[src/rtl/norm_seq_ctrl_pkg.sv]
// -----------------------------------------------------------------------------
// norm_ctrl_pkg
// Shared constants for the normalise/multiply/denormalise sequencer.
// The state register is a 7-bit one-hot vector; ST_*_IDX name each bit and
// ST_* are the corresponding one-hot codes used for decode and jump targets.
// -----------------------------------------------------------------------------
package norm_ctrl_pkg;

  localparam int ST_W = 7;

  localparam int ST_IDLE_IDX      = 0;
  localparam int ST_ARM_IDX       = 1;
  localparam int ST_LOAD_IDX      = 2;
  localparam int ST_NORM_IDX      = 3;
  localparam int ST_LOAD_RES_IDX  = 4;
  localparam int ST_SHIFT_RES_IDX = 5;
  localparam int ST_DONE_IDX      = 6;

  // Bit order follows the nominal run, so a left rotate advances one state.
  localparam logic [ST_W-1:0] ST_IDLE      = ST_W'(1) << ST_IDLE_IDX;
  localparam logic [ST_W-1:0] ST_ARM       = ST_W'(1) << ST_ARM_IDX;
  localparam logic [ST_W-1:0] ST_LOAD      = ST_W'(1) << ST_LOAD_IDX;
  localparam logic [ST_W-1:0] ST_NORM      = ST_W'(1) << ST_NORM_IDX;
  localparam logic [ST_W-1:0] ST_LOAD_RES  = ST_W'(1) << ST_LOAD_RES_IDX;
  localparam logic [ST_W-1:0] ST_SHIFT_RES = ST_W'(1) << ST_SHIFT_RES_IDX;
  localparam logic [ST_W-1:0] ST_DONE      = ST_W'(1) << ST_DONE_IDX;

endpackage

[src/rtl/norm_seq_ctrl_if.sv]
// -----------------------------------------------------------------------------
// norm_seq_ctrl_if
// Control/strobe bundle between the sequencer and its surroundings.
//   master : drives start/abort/ack, per-channel end_shift and cntr_dual_co;
//            receives datapath strobes and status.
//   slave  : the sequencer itself (mirror directions).
// Outputs carried: load_shift, norm_en, en_shift, sel_sh (NCH wide each),
// sel_insh, cntr_norm_en, cntr_dual_en, cntr_dual_end, done, zero_flag,
// busy, state_err.
// -----------------------------------------------------------------------------
interface norm_seq_ctrl_if #(
  parameter int NCH = 2
);
  logic           start;
  logic           abort;
  logic           ack;
  logic [NCH-1:0] end_shift;
  logic           cntr_dual_co;

  logic [NCH-1:0] load_shift;
  logic [NCH-1:0] norm_en;
  logic [NCH-1:0] en_shift;
  logic [NCH-1:0] sel_sh;
  logic           sel_insh;
  logic           cntr_norm_en;
  logic           cntr_dual_en;
  logic           cntr_dual_end;
  logic           done;
  logic           zero_flag;
  logic           busy;
  logic           state_err;

  modport master (
    output start, abort, ack, end_shift, cntr_dual_co,
    input  load_shift, norm_en, en_shift, sel_sh, sel_insh, cntr_norm_en,
           cntr_dual_en, cntr_dual_end, done, zero_flag, busy, state_err
  );

  modport slave (
    input  start, abort, ack, end_shift, cntr_dual_co,
    output load_shift, norm_en, en_shift, sel_sh, sel_insh, cntr_norm_en,
           cntr_dual_en, cntr_dual_end, done, zero_flag, busy, state_err
  );
endinterface

[src/rtl/norm_seq_ctrl_ring.sv]
// -----------------------------------------------------------------------------
// onehot_ring
// One-hot state register. Priority: rst > i_load > i_rotate > hold.
//   clk, rst    : rising-edge clock, synchronous active-high reset to RST_VAL
//   i_rotate    : advance one position (bit i -> bit i+1, MSB wraps to LSB)
//   i_load      : jump to i_load_val
//   i_load_val  : jump target
//   o_state     : current state vector
// -----------------------------------------------------------------------------
module onehot_ring #(
  parameter int               WIDTH   = 7,
  parameter logic [WIDTH-1:0] RST_VAL = WIDTH'(1)
) (
  input  logic             clk,
  input  logic             rst,
  input  logic             i_rotate,
  input  logic             i_load,
  input  logic [WIDTH-1:0] i_load_val,
  output logic [WIDTH-1:0] o_state
);

  logic [WIDTH-1:0] r_state;

  always_ff @(posedge clk) begin
    // NOTE: state registers use non-blocking assignment so every flop samples
    // pre-edge values, independent of block evaluation order.
    if (rst) begin
      r_state <= RST_VAL;
    end else if (i_load) begin
      r_state <= i_load_val;
    end else if (i_rotate) begin
      r_state <= {r_state[WIDTH-2:0], r_state[WIDTH-1]};
    end
  end

  assign o_state = r_state;

endmodule

[src/rtl/norm_seq_ctrl.sv]
// -----------------------------------------------------------------------------
// norm_seq_ctrl
// One-hot sequencer for the normalise/multiply/denormalise datapath:
// IDLE -> ARM -> LOAD -> NORM -> LOAD_RES -> SHIFT_RES -> DONE -> IDLE.
// NORM is bounded to NORM_MAX cycles; a timeout means a zero operand and goes
// straight to DONE with zero_flag set. abort returns to IDLE from anywhere.
// A non-one-hot state blanks all outputs, pulses state_err and recovers to IDLE.
//   clk  : rising-edge clock
//   rst  : synchronous, active-high reset
//   bus  : norm_seq_ctrl_if.slave (start/abort/ack/end_shift/cntr_dual_co in,
//          datapath strobes and status out)
// -----------------------------------------------------------------------------
module norm_seq_ctrl
  import norm_ctrl_pkg::*;
#(
  parameter int NCH       = 2,
  parameter int NORM_MAX  = 8,
  parameter int NORM_CW   = $clog2(NORM_MAX + 1),
  parameter int DONE_HOLD = 0
) (
  input logic            clk,
  input logic            rst,
  norm_seq_ctrl_if.slave bus
);

  logic [ST_W-1:0]    w_state;
  logic [ST_W-1:0]    w_load_val;
  logic               w_rotate;
  logic               w_load;
  logic               w_timeout;
  logic               w_enter_load;
  logic               w_legal;
  logic               w_st_idle, w_st_arm, w_st_load, w_st_norm;
  logic               w_st_load_res, w_st_shift_res, w_st_done;
  logic [NORM_CW-1:0] r_norm_cnt;
  logic               r_zero_flag;

  onehot_ring #(
    .WIDTH   (ST_W),
    .RST_VAL (ST_IDLE)
  ) u_ring (
    .clk        (clk),
    .rst        (rst),
    .i_rotate   (w_rotate),
    .i_load     (w_load),
    .i_load_val (w_load_val),
    .o_state    (w_state)
  );

  // Full-vector compares: an illegal vector matches no state, so every
  // decode below is already blanked when the state is corrupt.
  assign w_legal        = $onehot(w_state);
  assign w_st_idle      = (w_state == ST_IDLE);
  assign w_st_arm       = (w_state == ST_ARM);
  assign w_st_load      = (w_state == ST_LOAD);
  assign w_st_norm      = (w_state == ST_NORM);
  assign w_st_load_res  = (w_state == ST_LOAD_RES);
  assign w_st_shift_res = (w_state == ST_SHIFT_RES);
  assign w_st_done      = (w_state == ST_DONE);

  always_comb begin
    // NOTE: every combinational output is defaulted first, so no branch can
    // leave one unassigned and no latch is inferred.
    w_rotate     = 1'b0;
    w_load       = 1'b0;
    w_load_val   = ST_IDLE;
    w_timeout    = 1'b0;
    w_enter_load = 1'b0;
    if (!w_legal || bus.abort) begin
      w_load = 1'b1;                       // recovery and abort both jump to IDLE
    end else if (w_st_idle) begin
      w_rotate = bus.start;
    end else if (w_st_arm) begin
      w_rotate     = !bus.start;           // run begins on start release
      w_enter_load = !bus.start;
    end else if (w_st_load || w_st_load_res) begin
      w_rotate = 1'b1;
    end else if (w_st_norm) begin
      if (!(|bus.end_shift)) begin
        w_rotate = 1'b1;                   // normalised wins over same-cycle timeout
      end else if (r_norm_cnt == NORM_CW'(NORM_MAX - 1)) begin
        w_load     = 1'b1;
        w_load_val = ST_DONE;
        w_timeout  = 1'b1;
      end
    end else if (w_st_shift_res) begin
      w_rotate = bus.cntr_dual_co;
    end else if (w_st_done) begin
      w_load = (DONE_HOLD == 0) || bus.ack;
    end
  end

  // NORM cycle counter: zero outside NORM, saturates instead of wrapping.
  always_ff @(posedge clk) begin
    if (rst || !w_st_norm) begin
      r_norm_cnt <= '0;
    end else if (r_norm_cnt != NORM_CW'(NORM_MAX)) begin
      r_norm_cnt <= r_norm_cnt + 1'b1;
    end
  end

  // zero_flag reports the last run; it survives abort and DONE for readout.
  always_ff @(posedge clk) begin
    if (rst) begin
      r_zero_flag <= 1'b0;
    end else if (w_timeout) begin
      r_zero_flag <= 1'b1;
    end else if (w_enter_load) begin
      r_zero_flag <= 1'b0;
    end
  end

  assign bus.load_shift    = {NCH{w_st_load | w_st_load_res}};
  assign bus.norm_en       = w_st_norm ? bus.end_shift : '0;
  assign bus.en_shift      = {NCH{w_st_shift_res}};
  assign bus.sel_sh        = {NCH{w_st_load_res}};
  assign bus.sel_insh      = w_st_shift_res;
  assign bus.cntr_norm_en  = w_st_norm;
  assign bus.cntr_dual_en  = w_st_norm;
  assign bus.cntr_dual_end = w_st_shift_res;
  assign bus.done          = w_st_done;
  assign bus.zero_flag     = w_legal & r_zero_flag;
  assign bus.busy          = w_legal & ~w_st_idle;
  assign bus.state_err     = ~w_legal;

endmodule
[src/flat_wrapper.sv]
// flat-port wrapper written by rule: the top's interface ports become plain ports
module norm_seq_ctrl_flat import norm_ctrl_pkg::*;
#(
  parameter int NCH       = 2,
  parameter int NORM_MAX  = 8,
  parameter int NORM_CW   = $clog2(NORM_MAX + 1),
  parameter int DONE_HOLD = 0
)
  (clk, rst, bus_start, bus_abort, bus_ack, bus_end_shift, bus_cntr_dual_co, bus_load_shift, bus_norm_en, bus_en_shift, bus_sel_sh, bus_sel_insh, bus_cntr_norm_en, bus_cntr_dual_en, bus_cntr_dual_end, bus_done, bus_zero_flag, bus_busy, bus_state_err);
  norm_seq_ctrl_if #(.NCH(NCH)) bus_i ();
  input logic clk;
  input logic rst;
  input wire logic [$bits(bus_i.start)-1:0] bus_start;
  input wire logic [$bits(bus_i.abort)-1:0] bus_abort;
  input wire logic [$bits(bus_i.ack)-1:0] bus_ack;
  input wire logic [$bits(bus_i.end_shift)-1:0] bus_end_shift;
  input wire logic [$bits(bus_i.cntr_dual_co)-1:0] bus_cntr_dual_co;
  output wire logic [$bits(bus_i.load_shift)-1:0] bus_load_shift;
  output wire logic [$bits(bus_i.norm_en)-1:0] bus_norm_en;
  output wire logic [$bits(bus_i.en_shift)-1:0] bus_en_shift;
  output wire logic [$bits(bus_i.sel_sh)-1:0] bus_sel_sh;
  output wire logic [$bits(bus_i.sel_insh)-1:0] bus_sel_insh;
  output wire logic [$bits(bus_i.cntr_norm_en)-1:0] bus_cntr_norm_en;
  output wire logic [$bits(bus_i.cntr_dual_en)-1:0] bus_cntr_dual_en;
  output wire logic [$bits(bus_i.cntr_dual_end)-1:0] bus_cntr_dual_end;
  output wire logic [$bits(bus_i.done)-1:0] bus_done;
  output wire logic [$bits(bus_i.zero_flag)-1:0] bus_zero_flag;
  output wire logic [$bits(bus_i.busy)-1:0] bus_busy;
  output wire logic [$bits(bus_i.state_err)-1:0] bus_state_err;
  assign bus_i.start = bus_start;
  assign bus_i.abort = bus_abort;
  assign bus_i.ack = bus_ack;
  assign bus_i.end_shift = bus_end_shift;
  assign bus_i.cntr_dual_co = bus_cntr_dual_co;
  assign bus_load_shift = bus_i.load_shift;
  assign bus_norm_en = bus_i.norm_en;
  assign bus_en_shift = bus_i.en_shift;
  assign bus_sel_sh = bus_i.sel_sh;
  assign bus_sel_insh = bus_i.sel_insh;
  assign bus_cntr_norm_en = bus_i.cntr_norm_en;
  assign bus_cntr_dual_en = bus_i.cntr_dual_en;
  assign bus_cntr_dual_end = bus_i.cntr_dual_end;
  assign bus_done = bus_i.done;
  assign bus_zero_flag = bus_i.zero_flag;
  assign bus_busy = bus_i.busy;
  assign bus_state_err = bus_i.state_err;
  norm_seq_ctrl #(.NCH(NCH), .NORM_MAX(NORM_MAX), .NORM_CW(NORM_CW), .DONE_HOLD(DONE_HOLD)) u_core (.clk(clk), .rst(rst), .bus(bus_i));
endmodule
[config.mk]
export PLATFORM = sky130hd
export DESIGN_NAME = norm_seq_ctrl_flat
export DESIGN_NICKNAME = d
export VERILOG_FILES = /design/src/rtl/norm_seq_ctrl_pkg.sv /design/src/rtl/norm_seq_ctrl_if.sv /design/src/rtl/norm_seq_ctrl_ring.sv /design/src/rtl/norm_seq_ctrl.sv /design/src/flat_wrapper.sv
export SDC_FILE = /design/constraint.sdc
export NUM_CORES = 1
export LEC_CHECK = 0
export ABC_CLOCK_PERIOD_IN_PS = 8900
export CAP_MARGIN = 20
export CELL_PAD_IN_SITES_DETAIL_PLACEMENT = 1
export CELL_PAD_IN_SITES_GLOBAL_PLACEMENT = 1
export CORE_ASPECT_RATIO = 0.9
export CORE_MARGIN = 10
export CORE_UTILIZATION = 40
export DETAILED_ROUTE_END_ITERATION = 12
export HOLD_SLACK_MARGIN = 0.08
export MAX_ROUTING_LAYER = met4
export PLACE_DENSITY_LB_ADDON = 0.1
export SYNTH_ARGS = -nofsm -noshare
export SYNTH_HDL_FRONTEND = slang
export SYNTH_SLANG_ARGS = --single-unit
[constraint.sdc]
create_clock -name clk -period 8.9 [get_ports clk]
set_input_delay 1.78 -clock clk [delete_from_list [all_inputs] [get_ports clk]]
set_output_delay 1.78 -clock clk [all_outputs]
set_load 0.01 [all_outputs]
==> After elaboration in Yosys (flattened, before gate mapping) <==
Cells that the tools add are included.
{ "totals": {"register_bits": 12, "mem_bits_ro": 0, "mem_count": 0, "latchBits": 0, "mem_bits_rw": 0, "output_inout_bits": 16} }
{ "op_classes": {"shifts": 0, "magnitude_cmp": 0, "muxes": 36, "n_addsub": 7, "mul": 0, "div": 0, "n_bitwise": 5, "n_eq_ne": 10, "reduce_logical": 9} }
{ "op_table": {"columns": ["cell", "count"], "rows": [
  ["7-bit 2-to-1 mux", 9],
  ["1-bit 2-to-1 mux", 26],
  ["7-bit by 1-bit equality test with 1-bit output (second input constant)", 1],
  ["7-bit by 2-bit equality test with 1-bit output (second input constant)", 1],
  ["7-bit by 3-bit equality test with 1-bit output (second input constant)", 1],
  ["7-bit by 4-bit equality test with 1-bit output (second input constant)", 1],
  ["7-bit by 5-bit equality test with 1-bit output (second input constant)", 1],
  ["7-bit by 6-bit equality test with 1-bit output (second input constant)", 1],
  ["7-bit equality test (second input constant)", 1],
  ["1-bit by 1-bit adder with 2-bit output", 3],
  ["3-bit adder", 2],
  ["4-bit by 1-bit adder with 4-bit output (second input constant)", 1],
  ["4-bit by 3-bit equality test with 1-bit output (second input constant)", 1],
  ["4-bit inequality test (second input constant)", 1],
  ["2-bit nonzero test", 2],
  ["3-bit by 1-bit adder with 3-bit output", 1],
  ["3-bit by 1-bit equality test with 1-bit output (second input constant)", 1],
  ["1-bit zero test", 3],
  ["1-bit logical OR", 3],
  ["1-bit AND", 2],
  ["2-bit 2-to-1 mux", 1],
  ["1-bit NOT", 2],
  ["2-bit OR reduction", 1],
  ["1-bit OR", 1]
]} }

==> Depth between registers and ports, before layout <==
{ "logic_depth": {"depth_word": 9, "ltp_mapped": 10, "mapped_depth_nobuf": 10} }

==> By module <==
From an unflattened synthesis, not the netlist that was laid out.
{ "hier_totals": {"hier_cells": 113, "hier_area_um2": 968.4} }
{ "modules_own_cells": {"columns": ["mod", "cells_each", "seq_area_each_um2", "area_each_um2", "instances"], "rows": [
  ["norm_seq_ctrl", 81, 100.1, 639.4, 1],
  ["onehot_ring", 32, 140.1, 329.1, 1]
]} }

==> Worst setup path before layout <==
Ideal clock, no wire load.
{ "synth_path": {"kind": "register to output", "start": "register u_core.u_ring.r_state[0] (netlist: u_core.u_ring.o_state[0])", "end": "output bus_busy", "stages_incl_launch_ff": 9, "arrival_time_ns": 2.388, "setup_slack_ns": 4.732, "cell_sequence": "dfxtp_1 -> inv_1 -> ha_1 -> fa_1 -> ha_1 -> fa_1 -> xor2_1 -> nand3b_1 -> a21oi_1"} }
{ "synth_between": {"elab_chain_len": 5, "elab_cells_between_ends": 7, "cone_classes": "add/sub: 3; eq/ne: 2; bitwise: 2"} }
{ "synth_lines": {"columns": ["element", "line_no", "rtl"], "rows": [
  ["start, declared", "norm_seq_ctrl_ring.sv:22", "logic [WIDTH-1:0] r_state;"],
  ["start signal, assigned", "norm_seq_ctrl_ring.sv:30", "r_state <= i_load_val;"],
  ["start signal, assigned", "norm_seq_ctrl_ring.sv:32", "r_state <= {r_state[WIDTH-2:0], r_state[WIDTH-1]};"],
  ["1-bit by 1-bit adder with 2-bit output (implied by the code)", "norm_seq_ctrl.sv:52", "assign w_legal = $onehot(w_state);"],
  ["3-bit adder (implied by the code) (2 in series)", "norm_seq_ctrl.sv:52", null],
  ["3-bit by 1-bit equality test with 1-bit output", "norm_seq_ctrl.sv:52", null],
  ["1-bit AND (*)", "norm_seq_ctrl.sv:123", "assign bus.busy = w_legal & ~w_st_idle;"],
  ["end, declared", "flat_wrapper.sv:28", "output wire logic [$bits(bus_i.busy)-1:0] bus_busy;"]
]} }
Every way passes the cells marked *; elsewhere a longest branch is shown, timed or not.

==> Worst setup path after layout <==
Same ends and word-level chain as after synthesis.

==> load_flow_metrics.sql <==
INSERT INTO impl_metrics (metric_group, metric, value, unit) VALUES
('run_status', 'run_status', 'finished clean', ''),
('place', 'placement.io_buffers', '22', ''),
('power_and_ir_drop', 'static-leakage-power', '0.5908', 'nW'),
('layout', 'design.final.nets', '162', ''),
('clock_network', 'post-cts-setup-buffers', '0', ''),
('routing', 'drt-wirelength-per-cell', '15.44', 'um'),
('logic_synthesis', 'seq_area_frac_synth', '22.46', '%'),
('grt', 'first_global_vias', '890', ''),
('grt', 'global_route.usage.total', '9.977', '%'),
('routing', 'route.vias.total', '841', ''),
('layout', 'num_antenna_cells', '0', ''),
('worst_setup_path', 'critical_path_peak_fanout', '5', ''),
('worst_setup_path', 'crit_required', '7.12', 'ns'),
('die', 'floorplan.initialDensity', '42.62', '%'),
('routing', 'route.detailed.drc', '0', ''),
('grt', 'grt_start_max_net_pins', '10', ''),
('clock_network', 'clk_latency', '0.27', 'ns'),
('die', 'fp.dieH', '69.06', 'um'),
('grt', 'antenna_violations_before_repair', '0', ''),
('routing', 'dr.pass1.iters', '4', ''),
('routing', 'drt.antenna.violating_nets', '0', ''),
('clock_network', 'h-tree-depth', '1', ''),
('place', 'preCtsSetupSlack', '4.034', 'ns'),
('die', 'floorplan.io_pins', '24', ''),
('power_and_ir_drop', 'cellPowerDensity', '178.1', 'mW/mm^2'),
('layout', 'area.sequential', '240.2', 'sq um'),
('worst_setup_path', 'worst-setup-path-type', 'register to output pin', ''),
('clock_network', 'cts.sinks', '12', ''),
('sta', 'setup_ws', '3.812', 'ns'),
('sta', 'finalSetupViolCount', '0', ''),
('logic_synthesis', 'yosysWarningCount', '0', ''),
('place', 'routabilityCongestion', '0.7900', ''),
('job', 'timing.max_cap.violations', '0', ''),
('power_and_ir_drop', 'design_power_total', '0.2331', 'mW'),
('sta', 'max_freq', '196.5', 'MHz'),
('logic_synthesis', 'async_flop_share', '0', '%'),
('sta', 'slew_headroom', '72.41', '%'),
('logic_synthesis', 'synthDistinctLibCells', '38', ''),
('sta', 'fin_worst_skew', '0.001521', 'ns'),
('worst_setup_path', 'wp_data_arrival', '3.31', 'ns'),
('logic_synthesis', 'synth-edff-count', '0', ''),
('power_and_ir_drop', 'irDropWorstVdd', '96.55', 'uV'),
('grt', 'globalRoute.totalOverflow', '0', ''),
('logic_synthesis', 'syn-cell-area', '0.001070', 'sq mm'),
('clock_network', 'post_cts_resized', '0', ''),
('logic_synthesis', 'ys_seq_elements', '12', ''),
('sta', 'rsz_0062_raised_after_global_routing', 'no', ''),
('worst_setup_path', 'kind_of_capture_point_of_the_worst_setup_path', 'output pin', ''),
('layout', 'fillers', '305', ''),
('clock_network', 'root_buffer', 'sky130_fd_sc_hd__clkbuf_4', ''),
('worst_setup_path', 'worstSetupStartpointType', 'register', ''),
('die', 'die_area', '0.005146', 'sq mm'),
('place', 'dp.final_hpwl', '2131', 'um'),
('sta', 'hold_viol_final', '0', ''),
('layout', 'areaGrowthSynthToFinish', '22.34', '%'),
('sta', 'max_slew_violations', '0', ''),
('clock_network', 'clkSlewWorstSetupHoldPaths', '0.07', 'ns'),
('logic_synthesis', 'ys_dominant_reg_cell', 'sky130_fd_sc_hd__dfxtp_1', ''),
('sta', 'timing_worst_slew_pin_value', '0.4139', 'ns'),
('routing', 'detail_route.wirelength', '2517', 'um'),
('layout', 'multi_input_comb_area', '720.7', 'sq um'),
('routing', 'post_drt_via_cell_ratio', '5.160', ''),
('grt', 'grt_first_pass_wirelength', '4119', 'um'),
('layout', 'fin_util', '52.14', '%'),
('routing', 'detail_route.iter0.violations', '26', ''),
('worst_hold_path', 'hp-class', 'register to register', ''),
('sta', 'crit_share_post_route', '57.17', '%'),
('sta', 'setup_tns', '0', 'ns'),
('clock_network', 'cts_inserted_buffers', '3', ''),
('clock_network', 'cts_tree', 'done', ''),
('die', 'num_rows', '17', ''),
('layout', 'drive_above_1_share', '11.11', '%'),
('clock_network', 'clock_tree.buffer_depth', '2', ''),
('sta', 'post_layout_minimum_cycle_time', '5.088', 'ns'),
('sta', 'holdWs', '0.4781', 'ns'),
('die', 'die_w', '74.51', 'um'),
('logic_synthesis', 'post_syn_nets', '142', ''),
('clock_network', 'hold_buffers', '0', ''),
('logic_synthesis', 'synth_area_per_cell', '9.222', 'sq um'),
('logic_synthesis', 'synthCells', '116', ''),
('die', 'floorplan.core_area', '0.002510', 'sq mm');
## registers in the layout, indices dropped and copies added (netlist names)
signal / count
u_core.r_zero_flag: 1
u_core.r_norm_cnt: 4
u_core.u_ring.o_state: 7
## critical path, cell delays in order, from the launching register on
cell	delay, ns
sky130_fd_sc_hd__dfxtp_1	0.41
sky130_fd_sc_hd__inv_1	0.09
sky130_fd_sc_hd__ha_1	0.32
sky130_fd_sc_hd__fa_1	0.48
sky130_fd_sc_hd__ha_1	0.22
sky130_fd_sc_hd__fa_1	0.37
sky130_fd_sc_hd__xor2_1	0.17
sky130_fd_sc_hd__nand3b_1	0.21
sky130_fd_sc_hd__a21oi_1	0.20
sky130_fd_sc_hd__clkdlybuf4s50_1	0.56
## worst paths after layout
check | slack, ns | end | startpoint | depth (start not counted)
setup / recovery | 3.81 | bus_busy | u_core.u_ring.o_state[0] | 9
hold / removal | 0.48 | u_core.r_zero_flag | u_core.r_zero_flag | 2
setup reg to reg | 5.72 | u_core.r_zero_flag | u_core.u_ring.o_state[0] | 10
hold reg to reg | 0.48 | u_core.r_zero_flag | u_core.r_zero_flag | 2
## cells in the mapped netlist, drive strengths merged, types with 3 or more instances
| library cell | number | area [sq um] |
|---|---|---|
| a21oi | 3 | 15.01 |
| dfxtp | 12 | 240.2 |
| nand2b | 4 | 25.02 |
| nand3b | 3 | 22.52 |
| fa | 3 | 60.06 |
| nand2 | 3 | 11.26 |
| buf | 7 | 52.55 |
| inv | 15 | 56.30 |
| mux2i | 7 | 70.07 |
| nor2 | 12 | 45.04 |
| ha | 15 | 187.7 |
## stage by stage
step,cell area [sq um],instances
final,1309,163
after global routing,1309,163
after CTS,1309,163
after detailed placement,1272,159
after global placement,1272,159
after floorplan,1070,116
## metal layers
metal	vias to the layer above	global-route usage, %	part of all wire, %
li1	418	-	-
met1	402	11.24	45
met2	19	16.11	47
met3	2	4.137	7.9
met4	0	1.875	0.24
met5	-	-	0
## power breakdown
group          switching (mW)  total, mW  internal, mW
Sequential            0.00610     0.0638        0.0577
Clock                  0.0170     0.0418        0.0248
Combinational          0.0660      0.127        0.0615
## area by class of cell
cell class                      count  area share [%]
Timing Repair Buffer               22           16.83
Inverter                           15           4.302
Sequential cell                    12           18.36
Multi-Input combinational cell     82           55.07
Clock buffer                        4           2.772
Tap cell                           28           2.677
## cells in the final DEF (no fill, tap or decap), types with 3 or more instances in the layout
cell type,count
sky130_fd_sc_hd__inv_1,15
sky130_fd_sc_hd__nand3b_1,3
sky130_fd_sc_hd__fa_1,3
sky130_fd_sc_hd__ha_1,15
sky130_fd_sc_hd__clkbuf_4,3
sky130_fd_sc_hd__mux2i_1,7
sky130_fd_sc_hd__nand2b_1,4
sky130_fd_sc_hd__a21oi_1,3
sky130_fd_sc_hd__nand2_1,3
sky130_fd_sc_hd__clkdlybuf4s50_1,22
sky130_fd_sc_hd__nor2_1,12
sky130_fd_sc_hd__dfxtp_1,12
## cells by family after synthesis
logic type | synth area share [%]
buffers and inverters | 10.18
AO/OA/AOI/OAI | 9.357
flip-flops | 22.46
adder cells (fa/ha/maj) | 23.16
multiplexers | 6.550
AND/OR/NAND/NOR | 25.85
XOR/XNOR | 2.457
Note: power is estimated with default switching activity, not from simulation.
